File: src/rtl/ssd_scan_driver.sv
// ---------------------------------------------------------------------------
// ssd_scan_driver
//
// Converts a 13-bit binary value into four BCD digits with a sequential
// shift-add-3 (double-dabble) engine, then time-multiplexes those digits onto
// a 4-digit common-anode seven-segment display.
//
// Parameters:
//   REFRESH_BITS : width of the free-running scan counter (>= 2). The top two
//                  bits select the digit, so each digit is held for
//                  2^(REFRESH_BITS-2) cycles.
//   BLANK_LZ     : 1 = blank leading zeros in thousands/hundreds/tens.
//
// Ports:
//   clk       in   system clock, rising edge
//   rst       in   synchronous active-high reset
//   num       in   [12:0] binary value to display (0..8191)
//   anode     out  [3:0]  digit enables, active-low, bit0 = units
//   cathode   out  [6:0]  segments {g,f,e,d,c,b,a}, active-low
//   bcd       out  [15:0] displayed digits {thousands,hundreds,tens,units}
//   busy      out  high while a conversion is in progress
//   bcd_valid out  one-cycle pulse when bcd is updated
// ---------------------------------------------------------------------------
module ssd_scan_driver #(
  parameter int REFRESH_BITS = 18,
  parameter bit BLANK_LZ     = 1'b0
) (
  input  logic        clk,
  input  logic        rst,
  input  logic [12:0] num,
  output logic [3:0]  anode,
  output logic [6:0]  cathode,
  output logic [15:0] bcd,
  output logic        busy,
  output logic        bcd_valid
);

  typedef enum logic [1:0] {
    IDLE,
    SHIFT,
    DONE
  } state_t;

  localparam logic [REFRESH_BITS-1:0] SCAN_ONE = 1;

  state_t      state, state_nxt;
  logic [12:0] last_num, last_num_nxt;
  logic [12:0] shreg, shreg_nxt;
  logic [15:0] acc, acc_nxt, acc_adj;
  logic [3:0]  cnt, cnt_nxt;
  logic [15:0] bcd_nxt;
  logic        busy_nxt, bcd_valid_nxt;

  logic [REFRESH_BITS-1:0] scan_cnt;
  logic [1:0]              sel;
  logic [3:0]              digit;
  logic                    digit_blank;
  logic [3:0]              anode_nxt;
  logic [6:0]              cathode_nxt;

  // ---------------------------------------------------------------------------
  // Conversion engine
  // ---------------------------------------------------------------------------

  // Add-3 correction: any nibble that would reach 10 or more after the next
  // doubling is pre-biased so the shift carries correctly into the next digit.
  always_comb begin
    for (int i = 0; i < 4; i++) begin
      acc_adj[4*i +: 4] = (acc[4*i +: 4] >= 4'd5) ? acc[4*i +: 4] + 4'd3
                                                   : acc[4*i +: 4];
    end
  end

  // NOTE: every signal is given a default before the case statement so each
  // path assigns it and no latch is inferred.
  always_comb begin
    state_nxt     = state;
    last_num_nxt  = last_num;
    shreg_nxt     = shreg;
    acc_nxt       = acc;
    cnt_nxt       = cnt;
    bcd_nxt       = bcd;
    busy_nxt      = busy;
    bcd_valid_nxt = 1'b0;

    case (state)
      IDLE: begin
        // num is only looked at here; a change during a conversion is
        // picked up on the first IDLE cycle afterwards.
        if (num != last_num) begin
          shreg_nxt    = num;
          last_num_nxt = num;
          acc_nxt      = '0;
          cnt_nxt      = '0;
          busy_nxt     = 1'b1;
          state_nxt    = SHIFT;
        end
      end
      SHIFT: begin
        {acc_nxt, shreg_nxt} = {acc_adj, shreg} << 1;
        cnt_nxt              = cnt + 4'd1;
        // cnt counts completed shifts; 12 here means this is the 13th.
        if (cnt == 4'd12) begin
          state_nxt = DONE;
        end
      end
      DONE: begin
        bcd_nxt       = acc;
        bcd_valid_nxt = 1'b1;
        busy_nxt      = 1'b0;
        state_nxt     = IDLE;
      end
      default: begin
        state_nxt = IDLE;
      end
    endcase
  end

  // NOTE: sequential state uses non-blocking assignments so every register
  // samples the pre-edge values regardless of statement order.
  always_ff @(posedge clk) begin
    if (rst) begin
      state     <= IDLE;
      last_num  <= '0;
      shreg     <= '0;
      acc       <= '0;
      cnt       <= '0;
      bcd       <= '0;
      busy      <= 1'b0;
      bcd_valid <= 1'b0;
    end else begin
      state     <= state_nxt;
      last_num  <= last_num_nxt;
      shreg     <= shreg_nxt;
      acc       <= acc_nxt;
      cnt       <= cnt_nxt;
      bcd       <= bcd_nxt;
      busy      <= busy_nxt;
      bcd_valid <= bcd_valid_nxt;
    end
  end

  // ---------------------------------------------------------------------------
  // Display scan
  // ---------------------------------------------------------------------------

  function automatic logic [6:0] seg7(input logic [3:0] d);
    case (d)
      4'd0:    seg7 = 7'b1000000;
      4'd1:    seg7 = 7'b1111001;
      4'd2:    seg7 = 7'b0100100;
      4'd3:    seg7 = 7'b0110000;
      4'd4:    seg7 = 7'b0011001;
      4'd5:    seg7 = 7'b0010010;
      4'd6:    seg7 = 7'b0000010;
      4'd7:    seg7 = 7'b1111000;
      4'd8:    seg7 = 7'b0000000;
      4'd9:    seg7 = 7'b0010000;
      default: seg7 = 7'b1111111;
    endcase
  endfunction

  assign sel = scan_cnt[REFRESH_BITS-1 -: 2];

  // A slot is blanked when its digit and every more-significant digit are
  // zero; the units slot is always shown.
  always_comb begin
    digit       = bcd[3:0];
    digit_blank = 1'b0;
    case (sel)
      2'd0: begin
        digit = bcd[3:0];
      end
      2'd1: begin
        digit       = bcd[7:4];
        digit_blank = (bcd[15:4] == 12'd0);
      end
      2'd2: begin
        digit       = bcd[11:8];
        digit_blank = (bcd[15:8] == 8'd0);
      end
      default: begin
        digit       = bcd[15:12];
        digit_blank = (bcd[15:12] == 4'd0);
      end
    endcase

    if (BLANK_LZ && digit_blank) begin
      anode_nxt   = 4'b1111;
      cathode_nxt = 7'b1111111;
    end else begin
      anode_nxt   = ~(4'b0001 << sel);
      cathode_nxt = seg7(digit);
    end
  end

  // Pins are registered so they stay glitch-free across digit changes and
  // the scan counter wrap; they lag sel and bcd by one cycle.
  always_ff @(posedge clk) begin
    if (rst) begin
      scan_cnt <= '0;
      anode    <= 4'b1111;
      cathode  <= 7'b1111111;
    end else begin
      scan_cnt <= scan_cnt + SCAN_ONE;
      anode    <= anode_nxt;
      cathode  <= cathode_nxt;
    end
  end

endmodule
File: config.mk
export PLATFORM = sky130hd
export DESIGN_NAME = ssd_scan_driver
export DESIGN_NICKNAME = d
export VERILOG_FILES = /design/src/rtl/ssd_scan_driver.sv
export SDC_FILE = /design/constraint.sdc
export NUM_CORES = 1
export LEC_CHECK = 0
export CAP_MARGIN = 20
export CORE_AREA = 5 5 121 123
export CTS_CLUSTER_DIAMETER = 40
export DETAILED_ROUTE_END_ITERATION = 8
export DIE_AREA = 0 0 126 128
export SKIP_LAST_GASP = 1
export SLEW_MARGIN = 20
export SYNTH_ARGS = -nofsm -noshare
export SYNTH_HDL_FRONTEND = slang
export SYNTH_SLANG_ARGS = --single-unit
File: constraint.sdc
create_clock -name clk -period 3.6 [get_ports clk]
set_input_delay 0.9 -clock clk [delete_from_list [all_inputs] [get_ports clk]]
set_output_delay 0.9 -clock clk [all_outputs]
set_load 0.03 [all_outputs]
==> results.py <==
metrics = {
    "synthesis": {
        "synthCells": 518,
        "synthTopCellsByArea": "dfxtp_1 41%, a21oi_1 4.8%, xor2_1 4.4%",
        "synth_top_cell_area_share_pct": 41.3,
        "avgSynthCellArea_um2": 8.88,
        "synth-seq-cells": 95,
        "yosysMostFrequentCell": "dfxtp_1",
        "netlist_area_um2": 4600,
        "synth_common_cells": "95 x dfxtp_1, 50 x nand2_1, 50 x nor2_1",
        "synthArstFlopShare_pct": 0,
        "synth-main-ff-cell": "dfxtp_1",
        "synth.distinct_cells": 48,
        "ys_seq_area_share_pct": 41.3,
        "ys_warn_count": 0,
        "yosys.area.top_type": "dfxtp_1",
        "synth_edf_count": 0,
        "synth_nets": 547,
    },
    "clock_tree": {
        "clock-sinks": 95,
        "clock_latency_ns": 0.34,
        "clkTransAtPathRegs_ns": 0.06,
        "cts_made_buffers": 9,
        "holdBufCountCts": 0,
        "cts_buffer_depth": 2,
        "cts_resized": 0,
        "clockRootBuffer": "clkbuf_16",
        "cts_tree": "done",
        "post-cts-setup-buffer-count": 0,
        "cts_htree_levels": 3,
    },
    "pwr": {
        "peakVddDrop_v": 0.000232,
        "p_leak_nw": 1.95,
        "power_density_nw_per_um2": 418,
    },
    "floorplanning": {
        "rows": 43,
        "initial_core_util_pct": 33.9,
        "die_y_um": 128,
        "die_w_um": 126,
        "top_level_ports": 44,
        "die_area_um2": 16100,
        "coreArea_um2": 13600,
    },
    "finish": {
        "diodes": 0,
        "final_layout_size_suffix_gt1_share_pct": 8.21,
        "seqCellArea_um2": 1900,
        "fillers": 1362,
        "fin_cells": 728,
        "fin_nets": 573,
        "area_growth_pct": 18.9,
        "multi_input_area_um2": 2450,
    },
    "setup_path": {
        "crit_path_max_fanout": 22,
        "path_cells": "clkdlybuf4s50_1, xor2_1, nor4_1, nand4_1, o21ba_1, o31ai_1",
        "worst_path_max_delay_cell": "o21ba_1",
        "critPathKind": "in2reg",
        "required_ns": 3.83,
        "crit_path_start_kind": "primary input",
        "crit_path_max_incr_delay_ns": 0.58,
        "critPathCaptureType": "flop",
        "critical_path.top_delay_family": "compound AO/OA/AOI/OAI gates",
        "worst_ep_arrival_time_ns": 3.03,
        "timing.critical_path.buf_inv": 1,
    },
    "sta": {
        "grt_setup_unrepaired": "false",
        "setup_tns_ns": 0,
        "finalMaxSlewViolations": 0,
        "worst-slew-pin-transition_ns": 1.11,
        "max_freq_ghz": 0.358,
        "hold_violations": 0,
        "fin_crit_ns": 2.79,
        "timing.final.crit_share_pct": 77.6,
        "finalClockSkew_ns": 0.0108,
        "setup_viol": 0,
        "relSlewSlack_pct": 25.8,
    },
    "drt": {
        "drt_pass1_iterations": 4,
        "drt_iter0_markers": 307,
        "totalWireLength_um": 9960,
        "routedWlPerCell_um": 13.7,
        "num_vias": 3559,
        "drtAntennaViolNets": 0,
        "drcViolationCount": 0,
        "vias_per_cell": 4.89,
    },
    "outcome": {
        "status": "completed",
    },
    "global_routing": {
        "grt_max_degree": 63,
        "grt_pass1_vias": 3335,
        "grt_antenna_before_repair": 0,
        "grt_overflow": 0,
        "grt.total_usage_pct": 12.4,
        "grt_pass1_wl_um": 16600,
    },
    "hold_path": {
        "hp-class": "reg2reg",
    },
    "placement": {
        "gp_congestion": 0.731,
        "dp_hpwl_um": 6860,
        "io_buffer_count": 43,
        "place_inst": 713,
    },
    "flow_run": {
        "max-cap-violations": 0,
    },
}
==> cells by family after synthesis <==
group | share of synthesized area (%)
simple gates | 21.9
flops | 41.3
compound gates | 14.3
buf+inv | 5.36
xor+xnor | 6.86
mux | 6.45
fa+ha+maj | 3.81
==> path summary, 6_finish.rpt <==
path                                         startpoint                endpoint  slack, ns  cells past startpoint
worst max register to register  scan_cnt[16]$_SDFF_PP0_   cathode[5]$_SDFF_PP1_       1.48                      4
worst min-delay path             scan_cnt[0]$_SDFF_PP0_  scan_cnt[0]$_SDFF_PP0_       0.45                      1
worst min register to register   scan_cnt[0]$_SDFF_PP0_  scan_cnt[0]$_SDFF_PP0_       0.45                      1
worst max-delay path                             num[9]   shreg[0]$_SDFFE_PP0P_       0.81                      6
==> sequential cells by signal (all words and copies together), names as in the netlist <==
name       count
bcd           16
cnt            4
last_num      13
cathode        7
scan_cnt      18
shreg         13
state          2
acc           16
busy           1
anode          4
bcd_valid      1
==> layer usage <==
layer	wire length, um	track usage, %	up-vias
met5	0	0	-
met4	129	4.23	0
met2	4690	20.4	36
li1	-	-	1821
met1	4840	16.2	1691
met3	295	2.71	11
==> power breakdown <==
group | switching [mW] | internal (mW) | total, mW
clock network | 0.396 | 0.628 | 1.02
logic | 0.0890 | 0.0738 | 0.163
registers | 0.0197 | 1.08 | 1.10
==> metrics by stage <==
stage	total power [mW]	worst slack (ns)	util (%)	hold slack [ns]	cell area, um2
finish	2.29	0.805	40.3	0.446	5470
global route	2.38	0.544	40.3	0.477	5470
CTS	2.31	0.769	40.3	0.451	5470
floorplan	1.23	1.47	-	0.418	4600
global placement	1.28	0.494	38.0	0.428	5150
detailed placement	1.29	0.410	38.0	0.442	5150
==> worst register-to-register path: cells and delay by family, from the launching register on <==
kind	cells	cell delay, ns
mux	1	0.71
flops	1	0.68
simple gates	1	0.26
fa+ha+maj	1	0.24
compound gates	1	0.11
==> final cells by class <==
class,instances,share of cell area (%)
timing repair buffer,49,8.65
multi-input combinational,363,44.8
tap,180,4.12
clock buffer,11,4.44
sequential,95,34.8
clock inverter,4,1.42
inverter,26,1.78
==> placed cells by master, fill, tap and decap left out, types with 3 or more instances in the layout <==
| cell type | count |
|---|---|
| a211oi_1 | 4 |
| a21oi_1 | 44 |
| a221o_1 | 6 |
| a31oi_1 | 4 |
| buf_4 | 7 |
| clkbuf_16 | 9 |
| clkdlybuf4s50_1 | 42 |
| dfxtp_1 | 95 |
| ha_1 | 14 |
| inv_1 | 26 |
| mux2_1 | 6 |
| mux2i_1 | 15 |
| mux4_2 | 3 |
| nand2_1 | 50 |
| nand2b_1 | 32 |
| nand3_1 | 9 |
| nand3b_1 | 3 |
| nand4_1 | 3 |
| nor2_1 | 50 |
| nor2b_1 | 4 |
| nor3_1 | 17 |
| nor3_2 | 6 |
| nor3b_1 | 10 |
| o21ai_0 | 5 |
| o21bai_1 | 3 |
| o31ai_1 | 4 |
| o32ai_1 | 3 |
| o32ai_2 | 10 |
| or3_1 | 3 |
| xnor2_1 | 13 |
| xor2_1 | 23 |
(Power assumes the default switching activity.)
